File: src/rtl/pc_imem.sv
// pc_imem: instruction-fetch front end (PC register + read-only IMEM).
// Ports: clk, reset (sync, active-low), next_pc in; current_pc,
//        instruction and decoded fields (opcode..immediate) out.

module pc_imem_pc #(
   parameter int unsigned          WIDTH    = 32,
   parameter logic [WIDTH-1:0]     RESET_PC = '0
) (
   input  logic             clk,
   input  logic             reset,
   input  logic [WIDTH-1:0] next_pc,
   output logic [WIDTH-1:0] current_pc
);

   logic [WIDTH-1:0] pc_q;
   logic [WIDTH-1:0] pc_d;

   // Loaded verbatim; the increment lives outside this block.
   assign pc_d = next_pc;

   always_ff @(posedge clk) begin
      if (!reset) pc_q <= RESET_PC;
      else        pc_q <= pc_d;
   end

   assign current_pc = pc_q;

endmodule

module pc_imem_rom #(
   parameter int unsigned WIDTH     = 32,
   parameter int unsigned DEPTH     = 64,
   parameter bit          WORD_ADDR = 1'b1
) (
   input  logic [WIDTH-1:0] addr,
   output logic [WIDTH-1:0] instruction
);

   logic [31:0] idx;
   logic [31:0] word;

   assign idx = WORD_ADDR ? 32'(addr) : 32'(addr >> 2);

   // Out-of-range indices read as nop rather than wrapping.
   always_comb begin
      word = 32'h0000_0000;
      if (idx < DEPTH) begin
         unique case (idx)
            32'd0:   word = 32'h2001_0005;
            32'd1:   word = 32'h2002_000A;
            32'd2:   word = 32'h0022_1820;
            32'd3:   word = 32'h0041_2022;
            32'd4:   word = 32'h0022_2824;
            32'd5:   word = 32'h0022_3025;
            32'd6:   word = 32'h0022_382A;
            32'd7:   word = 32'hAC03_0000;
            32'd8:   word = 32'h8C08_0000;
            32'd9:   word = 32'h1022_0002;
            32'd10:  word = 32'h0800_0000;
            default: word = 32'h0000_0000;
         endcase
      end
   end

   assign instruction = WIDTH'(word);

endmodule

module pc_imem #(
   parameter int unsigned      WIDTH     = 32,
   parameter int unsigned      DEPTH     = 64,
   parameter bit               WORD_ADDR = 1'b1,
   parameter logic [WIDTH-1:0] RESET_PC  = 32'h0000_0000
) (
   input  logic             clk,
   input  logic             reset,
   input  logic [WIDTH-1:0] next_pc,
   output logic [WIDTH-1:0] current_pc,
   output logic [WIDTH-1:0] instruction,
   output logic [5:0]       opcode,
   output logic [4:0]       rs,
   output logic [4:0]       rt,
   output logic [4:0]       rd,
   output logic [4:0]       shamt,
   output logic [5:0]       funct,
   output logic [15:0]      immediate
);

   pc_imem_pc #(
      .WIDTH    (WIDTH),
      .RESET_PC (RESET_PC)
   ) u_pc (
      .clk        (clk),
      .reset      (reset),
      .next_pc    (next_pc),
      .current_pc (current_pc)
   );

   pc_imem_rom #(
      .WIDTH     (WIDTH),
      .DEPTH     (DEPTH),
      .WORD_ADDR (WORD_ADDR)
   ) u_rom (
      .addr        (current_pc),
      .instruction (instruction)
   );

   // Plain slices; meaningful or not depending on format.
   assign opcode    = instruction[31:26];
   assign rs        = instruction[25:21];
   assign rt        = instruction[20:16];
   assign rd        = instruction[15:11];
   assign shamt     = instruction[10:6];
   assign funct     = instruction[5:0];
   assign immediate = instruction[15:0];

endmodule

File: config.mk
export PLATFORM = sky130hd
export DESIGN_NAME = pc_imem
export DESIGN_NICKNAME = d
export VERILOG_FILES = /design/src/rtl/pc_imem.sv
export SDC_FILE = /design/constraint.sdc
export NUM_CORES = 1
export LEC_CHECK = 0
export ABC_AREA = 1
export CORE_UTILIZATION = 45
export DETAILED_ROUTE_END_ITERATION = 6
export DONT_BUFFER_PORTS = 1
export GPL_TIMING_DRIVEN = 1
export PLACE_DENSITY = 0.63
export SYNTH_ARGS = -nofsm -noshare
export SYNTH_HDL_FRONTEND = slang
export SYNTH_SLANG_ARGS = --single-unit
File: constraint.sdc
create_clock -name clk -period 1.6 [get_ports clk]
set_input_delay 0.16 -clock clk [delete_from_list [all_inputs] [get_ports clk]]
set_output_delay 0.16 -clock clk [all_outputs]
set_load 0.005 [all_outputs]
==> results.ini <==
[run_status]
status=finished with violations
violations=setup timing

[timing]
maxSlewViolCount=0
max_clock_freq_ghz=0.578
relSlewSlack_pct=64.0
worst_pin_slew_ps=538
finalSetupViolCount=44
finalCritPeriodShare_pct=108
hold_violations=0
fin_ws_ps=-131
rsz0062_at_grt=yes
fin_hold_ws_ps=65.8
layout_min_cycle_time_ps=1730

[layout]
post-route-util_pct=60.1
finalNonFillerCells=392
antenna_cells=0
n_fill_cell=425
syn_to_final_growth_pct=28.4
layout-drive-gt1-share_pct=21.8
nNetsFinal=364
mostFrequentLayoutCells=inv_1, dlygate4sd3_1, nand2_1, dfxtp_1, conb_1
layout_commonest_cell=inv_1
design_area_mm2=0.00286

[clocking]
ctsRootBufferMaster=clkbuf_8
cts_buffer_depth=2
htreeDepth=2
numCtsBuffers=5
clk_pin_slew_ps=90
clkSinkCount=49
tritoncts=built

[setup_path]
path_buf_inv=1
end_kind=primary output
crit_family=simple AND/OR/NAND/NOR gates
cp_cell_sequence=nor2_1 -> nand2_1 -> nor2_4 -> nand2_4 -> nor3_2 -> buf_4
cp_max_fo=8
arrival_ps=1570
required_ps=1440
crit_path_start_kind=flop
slowest_stage=dfxtp_1
path_class=flop to primary output
critical_path.max_stage_delay_ps=330

[routing]
drcViolationCount=0
drtPass1Iterations=4
vias=1723
via_per_inst=4.40
drt_iter0_drc=59
ant_nets=0
wl_per_cell_um=13.4
drt-total-wl_mm=5.26

[die]
boundaryPins=146
initial_utilization_pct=46.8
row_count=25
die_y_um=72.4
die_x_um=72.4
core_mm2=0.00475
die_area_mm2=0.00523

[synthesis]
ys_types=20
synth_top_area_share_pct=44.0
synthCells=287
ys_seq_area_share_pct=44.0
yosys_warnings=0
syn_area_mm2=0.00223
synthTopCellsByArea=dfxtp_1, buf_4, inv_1
yosys_register_bits=49
synth.avg_cell_area_um2=7.76
synth_top_cell_by_area=dfxtp_1

[min_path]
hold_path.class=input pin to flop

[global_route]
antenna_found_initial=0
grt_usage_pct=19.4
grt_pass1_vias=1651
overflow=0
grt_max_degree=20
grt_pass1_wl_mm=7.53

[flow_run]
maxCapViolCount=0

[pwr]
leakage_nw=1.53
p_per_area_mw_per_mm2=827
ir_drop_mv=0.482
p_total_mw=2.36

[placement]
placedInstanceArea_mm2=0.00202
dp_cells=332
gp_congestion=0.751
port_buffers=0
dpl.hpwl_mm=2.86

[final timing paths]
check	startpoint	endpoint	slack [ps]	cells past startpoint
max	u_pc.current_pc[17]$_SDFF_PN0_	opcode[1]	-130	6
min	reset	u_pc.current_pc[0]$_SDFF_PN0_	70	2
[cells by family (layout without fill, tap and decap cells)]
logic type / after synthesis / in the layout / synth area share (%)
AO/OA/AOI/OAI: 12 / 12 / 3.03
buffers and inverters: 124 / 123 / 32.1
adder cells (fa/ha/maj): 5 / 5 / 2.81
other: 1 / 36 / 0.168
flip-flops: 49 / 49 / 44.0
AND/OR/NAND/NOR: 96 / 100 / 17.8
[cell type report]
| class | instances | area (um^2) | area share [%] |
|---|---|---|---|
| clock buffers | 5 | 68.8 | 2.41 |
| clock inverters | 2 | 13.8 | 0.481 |
| inverters | 55 | 206 | 7.22 |
| multi-input cells | 153 | 906 | 31.7 |
| flip-flops and latches | 49 | 995 | 34.8 |
| well taps | 67 | 83.8 | 2.93 |
| repair buffers | 61 | 586 | 20.5 |
[stage by stage]
step,TNS (ps),setup WS (ps)
2_1_floorplan,0,92.9
3_3_place_gp,0,171
3_5_place_dp,0,169
4_1_cts,-3580,-107
5_1_grt,-7910,-218
6_report,-4080,-131
[power breakdown]
group	internal, mW	leakage [nW]	total [mW]	switching (mW)
Combinational	0.139	1.07	0.314	0.175
Sequential	1.30	0.410	1.34	0.0459
Clock	0.302	0.0444	0.709	0.407
Total	1.74	1.53	2.36	0.628
[routing by layer]
metal	global-route usage, %	wire (um)	up-vias
met4	9.15	119	0
met1	19.1	1890	802
met5	0	0	-
met3	5.14	294	10
met2	37.3	2960	87
li1	-	-	824
[synthesized netlist by cell type, drive strengths merged]
master,n
a21oi,5
and2,1
buf,69
conb,1
dfxtp,49
ha,5
inv,55
nand2,54
nand3,2
nor2,21
nor3,17
o211ai,1
o21ai,4
o22ai,1
o32ai,1
or2,1
[repair_timing]
item / in CTS / in global routing
resized for setup: 7 / 57
setup endpoints to repair: 44 / 44
gates cloned: 1 / 3
pin swaps: 1 / 19
buffers inserted: 0 / 1
hold buffers: 48 / 0
hold endpoints to repair: 32 / 0
No activity file was read; power rests on OpenSTA's default activity.
